### config.mk
export PLATFORM = sky130hd
export DESIGN_NAME = jtag_cmd_responder_flat
export DESIGN_NICKNAME = d
export VERILOG_FILES = /design/src/rtl/jtag_cmd_responder_if.sv /design/src/rtl/jtag_cmd_responder.sv /design/src/flat_wrapper.sv
export SDC_FILE = /design/constraint.sdc
export NUM_CORES = 1
export LEC_CHECK = 0
export ABC_AREA = 1
export CAP_MARGIN = 25
export CORE_UTILIZATION = 31
export CTS_BUF_LIST = sky130_fd_sc_hd__clkbuf_16
export DETAILED_ROUTE_END_ITERATION = 12
export GPL_TIMING_DRIVEN = 0
export SLEW_MARGIN = 20
export SYNTH_ARGS = -nofsm -noshare
export SYNTH_HDL_FRONTEND = slang
export SYNTH_SLANG_ARGS = --single-unit
### constraint.sdc
create_clock -name clk -period 2.49 [get_ports clk]
set_clock_uncertainty 0.15 [all_clocks]
set_input_delay 0.747 -clock clk [delete_from_list [all_inputs] [get_ports clk]]
set_output_delay 0.747 -clock clk [all_outputs]
set_load 0.02 [all_outputs]
### src/rtl/jtag_cmd_responder_if.sv
// Byte streams to/from the JTAG UART bridge plus the 8-bit register bus.
// The responder uses the slave side; whoever drives it uses master.
interface jtag_cmd_responder_if;
  logic [7:0] rx_din;
  logic       rx_vld;
  logic [7:0] tx_din;
  logic       tx_vld;
  logic       busy;
  logic [7:0] reg_addr;
  logic [7:0] reg_wdata;
  logic       reg_wr;
  logic       reg_rd;
  logic [7:0] reg_rdata;
  logic       reg_ack;
  logic       cmd_active;
  logic [7:0] drop_cnt;

  modport slave (
    input  rx_din, rx_vld, busy, reg_rdata, reg_ack,
    output tx_din, tx_vld, reg_addr, reg_wdata, reg_wr, reg_rd, cmd_active, drop_cnt
  );

  modport master (
    output rx_din, rx_vld, busy, reg_rdata, reg_ack,
    input  tx_din, tx_vld, reg_addr, reg_wdata, reg_wr, reg_rd, cmd_active, drop_cnt
  );
endinterface

### src/rtl/jtag_cmd_responder.sv
// Parses 5-byte host command frames, performs one register access and
// returns a 4-byte response frame.
//
// state  | meaning
// IDLE   | hunting for the 0xA5 sync byte
// OP     | waiting for opcode byte
// ADDR   | waiting for address byte
// DATA   | waiting for data byte
// CHK    | waiting for checksum byte, then evaluate
// EXEC   | strobe issued, waiting for reg_ack or bus timeout
// RESP   | emitting 0x5A, STATUS, RDATA, CHK
module jtag_cmd_responder #(
  parameter int BUS_TIMEOUT = 255,
  parameter int RX_TIMEOUT  = 1000000
) (
  input  logic                clk,
  input  logic                rst_n,
  jtag_cmd_responder_if.slave bus
);
  localparam int BT_W = $clog2(BUS_TIMEOUT + 1);
  localparam int RT_W = $clog2(RX_TIMEOUT + 1);

  typedef enum logic [2:0] {
    S_IDLE, S_OP, S_ADDR, S_DATA, S_CHK, S_EXEC, S_RESP
  } state_t;

  state_t          r_state;
  logic [7:0]      r_op;
  logic [7:0]      r_addr_b;
  logic [7:0]      r_data_b;
  logic [7:0]      r_status;
  logic [7:0]      r_rdata;
  logic [1:0]      r_idx;
  logic            r_tx_vld;
  logic [7:0]      r_tx_din;
  logic [7:0]      r_reg_addr;
  logic [7:0]      r_reg_wdata;
  logic            r_reg_wr;
  logic            r_reg_rd;
  logic [7:0]      r_drop_cnt;
  logic [RT_W-1:0] r_rx_tmr;
  logic [BT_W-1:0] r_bus_tmr;

  logic [7:0] w_chk;
  logic [1:0] w_next_idx;
  logic [7:0] w_next_byte;
  logic       w_in_frame;
  logic       w_rx_exp;

  assign w_chk      = r_op ^ r_addr_b ^ r_data_b;
  assign w_next_idx = r_idx + 2'd1;
  assign w_in_frame = (r_state == S_OP) || (r_state == S_ADDR) ||
                      (r_state == S_DATA) || (r_state == S_CHK);
  assign w_rx_exp   = (r_rx_tmr == '0);

  always_comb begin
    w_next_byte = 8'h5A;
    case (w_next_idx)
      2'd1:    w_next_byte = r_status;
      2'd2:    w_next_byte = r_rdata;
      2'd3:    w_next_byte = r_status ^ r_rdata;
      default: w_next_byte = 8'h5A;
    endcase
  end

  // The presented byte is only strobed while the bridge can take it, so a
  // stalled byte stays put until busy drops.
  assign bus.tx_vld     = r_tx_vld & ~bus.busy;
  assign bus.tx_din     = r_tx_din;
  assign bus.reg_addr   = r_reg_addr;
  assign bus.reg_wdata  = r_reg_wdata;
  assign bus.reg_wr     = r_reg_wr;
  assign bus.reg_rd     = r_reg_rd;
  assign bus.cmd_active = (r_state != S_IDLE);
  assign bus.drop_cnt   = r_drop_cnt;

  always_ff @(posedge clk or negedge rst_n) begin
    if (!rst_n) begin
      r_state     <= S_IDLE;
      r_op        <= '0;
      r_addr_b    <= '0;
      r_data_b    <= '0;
      r_status    <= '0;
      r_rdata     <= '0;
      r_idx       <= '0;
      r_tx_vld    <= 1'b0;
      r_tx_din    <= '0;
      r_reg_addr  <= '0;
      r_reg_wdata <= '0;
      r_reg_wr    <= 1'b0;
      r_reg_rd    <= 1'b0;
      r_drop_cnt  <= '0;
      r_rx_tmr    <= '0;
      r_bus_tmr   <= '0;
    end else begin
      r_reg_wr <= 1'b0;
      r_reg_rd <= 1'b0;

      if (bus.rx_vld && (r_state == S_EXEC || r_state == S_RESP) && r_drop_cnt != 8'hFF)
        r_drop_cnt <= r_drop_cnt + 8'd1;

      if (w_in_frame) begin
        if (bus.rx_vld)
          r_rx_tmr <= RT_W'(RX_TIMEOUT - 1);
        else if (!w_rx_exp)
          r_rx_tmr <= r_rx_tmr - RT_W'(1);
      end

      case (r_state)
        S_IDLE: begin
          if (bus.rx_vld && bus.rx_din == 8'hA5) begin
            r_state  <= S_OP;
            r_rx_tmr <= RT_W'(RX_TIMEOUT - 1);
          end
        end
        S_OP: begin
          if (bus.rx_vld) begin
            r_op    <= bus.rx_din;
            r_state <= S_ADDR;
          end else if (w_rx_exp) begin
            r_state <= S_IDLE;
          end
        end
        S_ADDR: begin
          if (bus.rx_vld) begin
            r_addr_b <= bus.rx_din;
            r_state  <= S_DATA;
          end else if (w_rx_exp) begin
            r_state <= S_IDLE;
          end
        end
        S_DATA: begin
          if (bus.rx_vld) begin
            r_data_b <= bus.rx_din;
            r_state  <= S_CHK;
          end else if (w_rx_exp) begin
            r_state <= S_IDLE;
          end
        end
        S_CHK: begin
          if (bus.rx_vld) begin
            r_idx <= '0;
            if (bus.rx_din != w_chk) begin
              r_status <= 8'h01;
              r_rdata  <= '0;
              r_state  <= S_RESP;
            end else if (r_op != 8'h01 && r_op != 8'h02) begin
              r_status <= 8'h02;
              r_rdata  <= '0;
              r_state  <= S_RESP;
            end else begin
              r_reg_addr  <= r_addr_b;
              r_reg_wdata <= r_data_b;
              r_reg_wr    <= (r_op == 8'h01);
              r_reg_rd    <= (r_op == 8'h02);
              r_bus_tmr   <= BT_W'(BUS_TIMEOUT);
              r_state     <= S_EXEC;
            end
          end else if (w_rx_exp) begin
            r_state <= S_IDLE;
          end
        end
        S_EXEC: begin
          if (bus.reg_ack) begin
            r_status <= 8'h00;
            r_rdata  <= (r_op == 8'h02) ? bus.reg_rdata : r_reg_wdata;
            r_idx    <= '0;
            r_tx_vld <= 1'b1;
            r_tx_din <= 8'h5A;
            r_state  <= S_RESP;
          end else if (r_bus_tmr == '0) begin
            r_status <= 8'h03;
            r_rdata  <= '0;
            r_idx    <= '0;
            r_tx_vld <= 1'b1;
            r_tx_din <= 8'h5A;
            r_state  <= S_RESP;
          end else begin
            r_bus_tmr <= r_bus_tmr - BT_W'(1);
          end
        end
        S_RESP: begin
          // Error responses arrive here with nothing presented yet.
          if (!r_tx_vld) begin
            r_tx_vld <= 1'b1;
            r_tx_din <= 8'h5A;
          end else if (!bus.busy) begin
            if (r_idx == 2'd3) begin
              r_tx_vld <= 1'b0;
              r_state  <= S_IDLE;
            end else begin
              r_idx    <= w_next_idx;
              r_tx_din <= w_next_byte;
            end
          end
        end
        default: r_state <= S_IDLE;
      endcase
    end
  end
endmodule

### src/flat_wrapper.sv
// flat-port wrapper written by rule: the top's interface ports become plain ports
module jtag_cmd_responder_flat 
#(
  parameter int BUS_TIMEOUT = 255,
  parameter int RX_TIMEOUT  = 1000000
)
  (clk, rst_n, bus_rx_din, bus_rx_vld, bus_busy, bus_reg_rdata, bus_reg_ack, bus_tx_din, bus_tx_vld, bus_reg_addr, bus_reg_wdata, bus_reg_wr, bus_reg_rd, bus_cmd_active, bus_drop_cnt);
  jtag_cmd_responder_if bus_i ();
  input  logic clk;
  input  logic rst_n;
  input wire logic [$bits(bus_i.rx_din)-1:0] bus_rx_din;
  input wire logic [$bits(bus_i.rx_vld)-1:0] bus_rx_vld;
  input wire logic [$bits(bus_i.busy)-1:0] bus_busy;
  input wire logic [$bits(bus_i.reg_rdata)-1:0] bus_reg_rdata;
  input wire logic [$bits(bus_i.reg_ack)-1:0] bus_reg_ack;
  output wire logic [$bits(bus_i.tx_din)-1:0] bus_tx_din;
  output wire logic [$bits(bus_i.tx_vld)-1:0] bus_tx_vld;
  output wire logic [$bits(bus_i.reg_addr)-1:0] bus_reg_addr;
  output wire logic [$bits(bus_i.reg_wdata)-1:0] bus_reg_wdata;
  output wire logic [$bits(bus_i.reg_wr)-1:0] bus_reg_wr;
  output wire logic [$bits(bus_i.reg_rd)-1:0] bus_reg_rd;
  output wire logic [$bits(bus_i.cmd_active)-1:0] bus_cmd_active;
  output wire logic [$bits(bus_i.drop_cnt)-1:0] bus_drop_cnt;
  assign bus_i.rx_din = bus_rx_din;
  assign bus_i.rx_vld = bus_rx_vld;
  assign bus_i.busy = bus_busy;
  assign bus_i.reg_rdata = bus_reg_rdata;
  assign bus_i.reg_ack = bus_reg_ack;
  assign bus_tx_din = bus_i.tx_din;
  assign bus_tx_vld = bus_i.tx_vld;
  assign bus_reg_addr = bus_i.reg_addr;
  assign bus_reg_wdata = bus_i.reg_wdata;
  assign bus_reg_wr = bus_i.reg_wr;
  assign bus_reg_rd = bus_i.reg_rd;
  assign bus_cmd_active = bus_i.cmd_active;
  assign bus_drop_cnt = bus_i.drop_cnt;
  jtag_cmd_responder #(.BUS_TIMEOUT(BUS_TIMEOUT), .RX_TIMEOUT(RX_TIMEOUT)) u_core (.clk(clk), .rst_n(rst_n), .bus(bus_i));
endmodule
# After elaboration in Yosys (flattened, before gate mapping)

Cells that the tools add are included.

Add/subtract/negate cells: 4
Eq/ne operators: 31
Muxes and demuxes: 66
Bitwise gates (word level): 7
Reductions and logical operators: 25

Operators with widths:

| kind                  | number |
|---|---|
| $mux 8                | 21 |
| $mux 20               | 5 |
| $pmux 8 s2            | 4 |
| $mux 3                | 12 |
| $pmux 8 s3            | 1 |
| $xor 8x8->8           | 3 |
| $pmux 3 s7            | 1 |
| $logic_not 20->1      | 1 |
| $sub 20x1->20 const B | 1 |
| $ne 2x2->1 const B    | 8 |
| $mux 2                | 7 |
| $mux 1                | 13 |
| $ne 3x3->1 const B    | 4 |
| $reduce_and 4->1      | 3 |
| $reduce_and 6->1      | 2 |
| $eq 3x3->1 const B    | 3 |
| $add 8x1->8 const B   | 1 |
| $eq 8x1->1 const B    | 1 |
| $eq 8x2->1 const B    | 1 |
| $eq 8x8->1 const B    | 1 |
| $logic_not 8->1       | 1 |
| $ne 8x1->1 const B    | 1 |
| $ne 8x2->1 const B    | 1 |
| $ne 8x8->1            | 1 |
| 19 further kinds      | 36 |

Register bits: 108
Input bits: 21
Output and inout port bits: 36
Logic and storage cells: 149

# Longest topological paths before layout

Gate-level depths: netlist of the first run.

Word-level depth: 7
Depth in mapped cells: 16
Depth with buffers taken out: 15

# Worst setup path before layout of the first run

Ideal clock, no wire load.

Path kind: input to register
Start point: input port bus_rx_din[1]
End point: register u_core.r_bus_tmr[6]
Library setup time: 119 ps
Arrival time: 1,830 ps
Required time: 2,221 ps
Slack: 390 ps
Stages on the path: 15
Buffers on the path: 1
Cells stage by stage: inv_1 > nand2_1 > nand2_1 > nor2_1 > nor2_1 > nand2_1 > nor2_1 > nand2_1 > inv_2 > nand2_2 > nand2_1 > nand2_2 > buf_6 > nand2_1 > o21ai_2

Word-level cells in the longest chain between the ends: 3

Ends and longest elaborated chain:

| what                              | line                      | source |
|---|---|---|
| from (decl)                       | flat_wrapper.sv:11        | `input wire logic [$bits(bus_i.rx_din)-1:0] bus_rx_din;` |
| $ne 8x8->1                        | jtag_cmd_responder.sv:143 | `if (bus.rx_din != w_chk) begin` |
| $ne 2x2->1 (no source line)       | n/a                       |  |
| $reduce_and 6->1 (no source line) | n/a                       |  |
| to (signal assigned)              | jtag_cmd_responder.sv:156 | `r_bus_tmr <= BT_W'(BUS_TIMEOUT);` |
| to (signal assigned)              | jtag_cmd_responder.sv:179 | `r_bus_tmr <= r_bus_tmr - BT_W'(1);` |
| to (decl)                         | jtag_cmd_responder.sv:42  | `logic [BT_W-1:0] r_bus_tmr;` |

Every way passes these cells.
A chain may end at the register's enable or synchronous reset.

# Worst setup path after layout of the first run

Start point: input port bus_busy
End point: output port bus_tx_vld

Word-level cells in the longest chain between the ends: 2

Ends and longest elaborated chain:

| what        | line                     | source |
|---|---|---|
| from (decl) | flat_wrapper.sv:13       | `input wire logic [$bits(bus_i.busy)-1:0] bus_busy;` |
| $not 1->1   | jtag_cmd_responder.sv:68 | `assign bus.tx_vld = r_tx_vld & ~bus.busy;` |
| $and 1x1->1 | jtag_cmd_responder.sv:68 |  |
| to (decl)   | flat_wrapper.sv:17       | `output wire logic [$bits(bus_i.tx_vld)-1:0] bus_tx_vld;` |

Every way passes these cells.

==> impl.org, run 1 <==
** Place
- Input and output buffers added on the ports amount to 55.
- Routability-driven placement finished with a final weighted congestion of between 0.7 and 0.8.
- Including well taps, the total number of placed cells is 985.
- Once detailed placement completed, the half-perimeter wirelength came to 9820 um.
- Cell area after placement :: 6390 um^2

** Synth
- Counting every instance in the synthesized netlist gives between 700 and 800.
- Synthesized area :: 5530 um^2
- Sequential cell area fraction in the yosys report :: around 46%
- Among all flip-flop cells after synthesis, the most frequent one is dfrtp_1.
- Number of distinct library cells after synthesis :: 48
- Biggest area contributors in the synthesized netlist :: dfrtp_1 (46%), nand2_1 (13%), nor2_1 (5.7%)
- The top cell type by area accounts for between 40 and 50% of the synthesized area.
- Number of enable-type register cells in the synthesized netlist :: 0
- dfrtp_1 takes more of the synthesized area than any other cell.
- The Yosys step of the flow raised 0 warnings.
- Total nets after synthesis :: 734
- Mean post-synth cell area :: 7.86 um^2
- Counting flops with an async set or reset pin after synthesis yields a share of 100%.
- After synthesis the netlist holds a flip-flop and latch count of about 100.

** GRT
- Largest net degree at the start of global routing :: 60
- For this run, the total global-route usage over all layers was measured as 15.3%.
- Number of antenna violations at the first check in global routing :: 0
- Number of global-route vias before repair :: ~4.4k
- Total gr overflow :: 0
- Wire length of the first global-routing pass :: between 20000 and 25000 um

** Setup path
- Highest fanout seen on the critical path :: 3
- Worst r2r src :: u_core.r_rx_tmr[0]$_DFF_PN0_
- Required time reported for the critical path endpoint :: ~1600 ps
- In this run the register-to-register setup slack is 450 ps.
- The endpoint identified for the worst register-to-register timing path is u_core.r_rx_tmr[12]$_DFF_PN0_.
- Sort of element at the end of the critical path :: output pin
- Endpoint arrival time on the critical path :: about 1600 ps
- The worst setup path is of the primary input to output pin kind.
- The number of cells on the worst reg-to-reg path is 10.
- CP startpoint kind :: primary input

** Floorplanning
- The core region is around 17000 um^2.
- The floorplan has 48 rows.
- Total die area :: 18400 um^2
- Die X :: 136 um
- 57 I/O pins were placed.
- DIE HEIGHT :: ~140 um
- The initial utilization of the core area, before any placement, comes to a little under a third.

** Final layout
- The number of antenna diodes in the final layout is 0.
- The net count of the finished layout is about 810.
- Most common cell after layout, fill and taps aside :: nand2_1
- The count of cells in the finished layout, fillers not included, comes to roughly 1k.
- Count of filler cells inserted in the layout :: ~1.8k
- Post-route cell area :: between 6000 and 7000 um^2
- The top cell types in the final layout, fill and taps aside, are nand2_1 (191), dfrtp_1 (102), nor2_1 (80), inv_1 (69), o21ai_0 (57).
- Cells fill between 30% and 40% of the core in the end.
- Of the cells placed in the final design, the portion with a size suffix greater than 1 is 11.6%.
- Layout overhead on the synthesized area :: 22.1%

** Drt
- Antenna-violating nets left :: 0
- DRT Pass-1 Iters :: 4
- After detailed routing, the number of vias per cell comes to between 4 and 5.
- Detailed Route Iter0 Violations :: ~260
- Wires add up to between 10000 and 15000 um.
- After detailed routing, the average wire length per cell comes to 13.0 um.
- Total via count in the routed design :: between 4k and 5k
- For this run, design rule violations remaining after detail routing come to 0.

** Job
- Across the run, the number of max-cap violations was 0.

** STA
- Setup repair after global routing left no endpoint under its margin.
- Headroom to the max-slew limit came out at 64.1%.
- Timing would allow up to roughly 410 MHz.
- For the pin with the worst max-slew slack, the measured transition is around 530 ps.
- The final number of max-transition violations is 0.
- Final min period :: 2450 ps
- Endpoints failing hold :: 0
- Setup violations remaining at the end of the flow were counted as 0.
- For the final routed database, the setup TNS stands at 0 ps.
- Of the available clock period, the critical path in the final layout requires a little over nine tenths.

** Clock network
- Root buffer cell :: clkbuf_16
- TritonCTS clock tree :: yes
- Clock network latency to the later pin of the worst-skew pair :: 350 ps
- TritonCTS created 9 clock buffers.
- Clock-pin slew of the registers on the worst-case setup and hold paths :: approximately 60 ps
- Maximum level of the CTS H-tree :: 3
- Counting every sink on the clock net gives ~100.
- The clock passes through at most 2 buffers.

** Power
- Across the VDD grid, the largest voltage drop is roughly 350 uV.
- The analysis attributes to cell leakage a power of ~3.2 nW.
- For this design the ratio of total power to cell area is ~850 nW/um^2.

** Min path
- The tightest min-delay check is of the primary input to async pin type.

** Run status
- The flow ran to the end, and the final reports show no timing, DRC or antenna violations.
## cells by family after synthesis
logic type | synth area share (%)
AOI/OAI and AO/OA | 13.1
xor gates and xnor gates | 3.48
adders and majority gates | 2.04
buffers and inverters | 7.33
DFF | 46.1
muxes | 0.204
and+or+nand+nor | 27.8
## layout make-up
| cell class | instances | area, um^2 | share of cell area, % |
|---|---|---|---|
| buffer | 13 | 100 | 1.48 |
| clock buffer | 9 | 225 | 3.33 |
| clock inverter | 5 | 27.5 | 0.407 |
| inverter | 85 | 324 | 4.80 |
| multi-input combinational | 504 | 2610 | 38.6 |
| sequential | 102 | 2550 | 37.8 |
| tap | 225 | 282 | 4.17 |
| timing repair buffer | 60 | 637 | 9.43 |
## state kept, by name, indices dropped and copies added (netlist names)
register              flops
u_core.r_addr_b           8
u_core.bus.reg_rd         1
u_core.bus.reg_wdata      8
u_core.r_rx_tmr          20
u_core.r_bus_tmr          8
u_core.r_state            3
u_core.r_tx_vld           1
u_core.bus.drop_cnt       8
u_core.bus.reg_wr         1
u_core.r_op               8
u_core.r_idx              2
u_core.r_data_b           8
u_core.bus.tx_din         8
u_core.bus.reg_addr       8
u_core.r_status           2
u_core.r_rdata            8
## routing by layer
layer	part of all wire (%)	wire [um]	global-route usage [%]	up-vias
li1	-	-	-	2402
met1	49	6390	21.2	2162
met2	47	6080	23.8	58
met3	3.2	412	2.36	14
met4	1.5	195	5.99	0
met5	0	0	0	-
## synth_stat cells, types with 3 or more instances
master      n
nand2_2     5
inv_2       9
dfrtp_1   102
nor2_2      8
xor2_1     15
xnor2_1     7
a22oi_1     4
o21ai_0    57
nand4_1    15
nor3_1      3
o21ai_2     7
buf_2       4
o21ai_1    20
nand2_1   192
nand3_1    18
ha_1        9
nor2_4      7
nor2_1     84
clkbuf_1    4
inv_1      74
a31oi_1     4
a21oi_1    17
o21bai_1    3
buf_6       3
## worst max-delay path, stage by stage
cell and delay, ps:
clkdlybuf4s50_1 470, nor2_4 160, buf_2 180
## where the power goes
group | internal [W] | leakage, nW | switching, W
combinational | 0.000825 | 1.80 | 0.00117
clock | 0.000662 | 0.129 | 0.000603
sequential | 0.00208 | 1.28 | 0.000385
## through the flow
stage / total power (W) / worst slack (ps) / hold slack, ps
after floorplan: 0.00386 / 390 / 301
final: 0.00573 / 39.8 / 161
after detailed placement: 0.00446 / -484 / 328
after global placement: 0.00442 / -3500 / 320
after CTS: 0.00578 / 4.16 / 170
after global routing: 0.00622 / 6.96 / 188
## what timing repair did
action                     in CTS  in global routing
gates resized for setup        15                 22
hold buffers                    0                  0
pin swaps                       0                  3
setup endpoints to repair      20                 48
buffers inserted                0                  3
cloned                          0                  1
## worst max-delay path by stage
stage / from / to / slack [ps]
5_1_grt: bus_busy / bus_tx_vld / 7
3_3_place_gp: rst_n / u_core.bus.reg_wdata[5]$_DFFE_PN0P_ / -3500
6_report: bus_busy / bus_tx_vld / 40
3_5_place_dp: bus_busy / bus_tx_vld / -480
4_1_cts: bus_rx_din[0] / u_core.r_bus_tmr[7]$_DFFE_PN0P_ / 4
2_1_floorplan: bus_rx_din[1] / u_core.r_bus_tmr[6]$_DFFE_PN0P_ / 390
No activity file was read; power rests on OpenSTA's default activity.
==> run 2: changes to the inputs <==
Settings changed: ABC_CLOCK_PERIOD_IN_PS set to 2490, HOLD_SLACK_MARGIN set to 0.12.
==> results of run 2 <==
No change in the layout: final DEF, timing and power equal those of run 1.
==> run 3: changes to the inputs <==
Settings changed: ABC_CLOCK_PERIOD_IN_PS 2490 to 2800, TNS_END_PERCENT set to 20.
Clock period 2.49 ns to 2.8 ns, I/O delays scaled along.
==> run 3 against run 2 <==
Register-to-register slack improved by 280 ps. Largest power group unchanged. Power fell by 12%. Cell count fell by 0.40%. Critical endpoint unchanged. Clock-buffer cell count did not move. Core utilization fell by 0.61 points. Non-clock buffer count fell by 4. Global-route usage barely moved. Critical path depth did not move. First-iteration DRC count fell by 4.2%. Via count fell by 0.95%.
==> impl.org, run 3 (synthesis results as in run 1) <==
** Drt
- The routed design has roughly 13000 um of wire.
- The detail route stage leaves a number of antenna-violating nets equal to 0.
- After detailed routing, the average wire length per cell comes to about 13 um.
- Using the TritonRoute via totals, the vias-per-cell ratio works out to 4.60.
- After the first detailed-routing iteration, the DRC count stood at 250.
- DR DRC count :: 0
- The routed layout has roughly 4.6k vias.
- The first detailed-routing pass ran for 4 iterations.

** Floorplanning
- The die covers 18400 um^2.
- The floorplan step set the die width to about 140 um.
- From bottom edge to top edge, the die measures between 100 and 150 um.
- Standard cell core area :: 17400 um^2
- Initial standard-cell utilization of the core :: between 30% and 40%
- Placement Rows :: 48
- Pin placement for this block handled 57 I/O pins.

** Place
- Once placement finished, the instance area stood at roughly 6400 um^2.
- Prior to clock tree synthesis, the placed netlist has a worst setup slack of -360 ps.
- Routability-driven placement finished with a final weighted congestion of 0.777.
- HPWL after detailed placement :: 9820 um
- PortBufs :: 55

** STA
- The number of hold violations in the final report came to 0.
- Measured against its own limit, the worst slew margin works out to around 64%.
- For this run, the top clock speed supported by timing is 363 MHz.
- Setup WS post-layout :: 41.7 ps
- Summed over all failing endpoints, the final setup total negative slack is 0 ps.
- RSZ-0062 raised after global routing :: false
- Transition time at the pin with the least slew margin :: about 530 ps
- On the final layout, the worst hold slack is approximately 250 ps.
- The final number of max-transition violations is 0.
- Setup violations remaining at the end of the flow were counted as 0.
- Part of the cycle the worst path needs :: between 90% and 100%
- The worst path in the final design needs a cycle of roughly 2800 ps, including I/O delays and setup.

** GRT
- Grt met3 use :: under 10%
- Wire length of the first global-routing pass :: 21800 um
- Entering global routing, the biggest net connects 60 pins.
- For this run the aggregate overflow at the end of global routing stands at 0.
- For met2 alone, demand over resource in global routing was a little under a quarter.
- GR peak layer :: met2
- The via count of the first global-routing pass was 4400.
- Global-route usage over all layers :: between 10% and 20%
- Number of antenna violations at the first check in global routing :: 0
- In the global route stage, met1 resource usage came out at a little over a fifth.

** Job
- Number of max-cap violations :: 0

** Final layout
- Most common cell after layout, fill and taps aside :: nand2_1
- Fraction of final layout cells sized beyond drive strength 1 :: roughly a tenth
- Largest reg by FF count :: u_core.r_rx_tmr
- Antenna diode instance count :: 0
- The finished cells cover between 6000 and 7000 um^2.
- At the end of the flow the core is filled with cells to 38.3%.
- In the layout the commonest cells are nand2_1 (192), dfrtp_1 (102), nor2_1 (82), inv_1 (74), o21ai_0 (57).
- Layout overhead on the synthesized area :: 20.2%
- In the final design database the tool counted around 800 nets.
- The register with the most flip-flops in the layout has 20 of them.

** Setup path
- CP startpoint kind :: primary input
- Data on the critical path is required at its endpoint by 1810 ps.
- Together, buffers and inverters on the worst path number 2.
- In this run the number of cells on the critical path is 3.
- Slowest stage cell on the critical path :: clkdlybuf4s50_1
- Of all nets on the critical path, the largest fanout is 3.
- Cell family with the largest share of critical-path delay :: buffers and inverters
- The worst setup path is of the primary input to output pin kind.
- Data arrives at the worst endpoint at 1770 ps.
- The critical path starts at bus_busy.
- CP cell instances :: clkdlybuf4s50_1, nor2_2, clkdlybuf4s15_2
- The startpoint identified for the worst register-to-register timing path is u_core.r_addr_b[2]$_DFFE_PN0P_.
- In this run the worst setup path terminates at bus_tx_vld.
- End of the worst register-to-register path :: u_core.bus.reg_addr[1]$_DFFE_PN0P_
- Cell depth of the worst flop-to-flop path :: 12
- STA classifies the critical path endpoint as an output pin.
- Critical Path Max Stage Delay :: between 400 and 500 ps
- Setup slack of the most critical reg-to-reg path :: about 730 ps

** Clock network
- Setup repair bufs after CTS :: 0
- TritonCTS created 9 clock buffers.
- TritonCTS clock tree :: yes
- The later pin in the worst-skew pair is clocked with a latency of 350 ps.
- CTS built an H-tree with a depth of 3.
- No sink is reached through more buffers than the 2 on the longest clock path.
- Clock-pin slew was measured on the worst setup and hold paths at approximately 60 ps.
- Clock sink total :: approximately 100
- In this run the clock root is driven by a clkbuf_16.

** Power
- IR analysis of the VDD net gives a maximum drop of 309 uV.
- Lkg Pwr :: between 3 and 4 nW
- Dividing total power by cell area gives a power density of ~760 nW/um^2.

** Run status
- Run status :: finished clean

** Min path
- Worst min path class :: primary input to async pin
==> run 3: cell types whose count changed in the layout (fill, tap and decap cells not counted), sizes merged <==
cell / previous run / this run
clkbuf: 15 / 14
clkdlybuf4s50: 44 / 52
buf: 15 / 10
clkdlybuf4s15: 0 / 1
dlymetal6s2s: 8 / 0
dlygate4sd2: 0 / 1
==> run 3: layer usage <==
metal / up-vias / part of all wire (%) / wire length [um]
li1: 2390 / - / -
met1: 2131 / 50 / 6460
met2: 57 / 45 / 5900
met3: 14 / 3.4 / 441
met4: 0 / 1.5 / 194
met5: - / 0 / 0
==> run 3: worst min path at each step <==
stage                                            start  cells past startpoint                                  to  slack, ps
floorplan                u_core.r_rdata[3]$_DFFE_PN0P_                      2       u_core.r_rdata[3]$_DFFE_PN0P_        300
global placement       u_core.r_bus_tmr[0]$_DFFE_PN0P_                      1     u_core.r_bus_tmr[0]$_DFFE_PN0P_        320
detailed placement  u_core.bus.reg_addr[5]$_DFFE_PN0P_                      2  u_core.bus.reg_addr[5]$_DFFE_PN0P_        330
global route                                     rst_n                      1  u_core.bus.drop_cnt[4]$_DFFE_PN0P_        280
CTS                                              rst_n                      1  u_core.bus.drop_cnt[4]$_DFFE_PN0P_        260
finish                                           rst_n                      1  u_core.bus.drop_cnt[4]$_DFFE_PN0P_        250
==> run 3: per-stage QoR <==
| stage | power, W | cells |
|---|---|---|
| after CTS | 0.00512 | 999 |
| after floorplan | 0.00343 | 704 |
| final | 0.00506 | 999 |
| after detailed placement | 0.00397 | 985 |
| after global placement | 0.00393 | 984 |
| after global routing | 0.00549 | 999 |
==> run 3: report_power, final <==
group | internal [W] | switching (W) | leakage (nW)
clock network | 0.000588 | 0.000540 | 0.129
registers | 0.00185 | 0.000345 | 1.28
logic | 0.000715 | 0.00102 | 1.69
==> run 3: final cells by class <==
class	instances	area [um^2]
Clock buffer	9	225
Multi-Input combinational cell	504	2580
Sequential cell	102	2550
Clock inverter	5	27.5
Inverter	85	324
Tap cell	225	282
Fill cell	1810	10700
Timing Repair Buffer	56	579
Buffer	13	81.3
==> run 3: what timing repair did <==
item                                    in CTS  in global routing
hold buffers                                 0                  0
hold endpoints to repair                     0                  0
endpoints found under the setup margin       2                  0
gates resized for setup                      6                  0
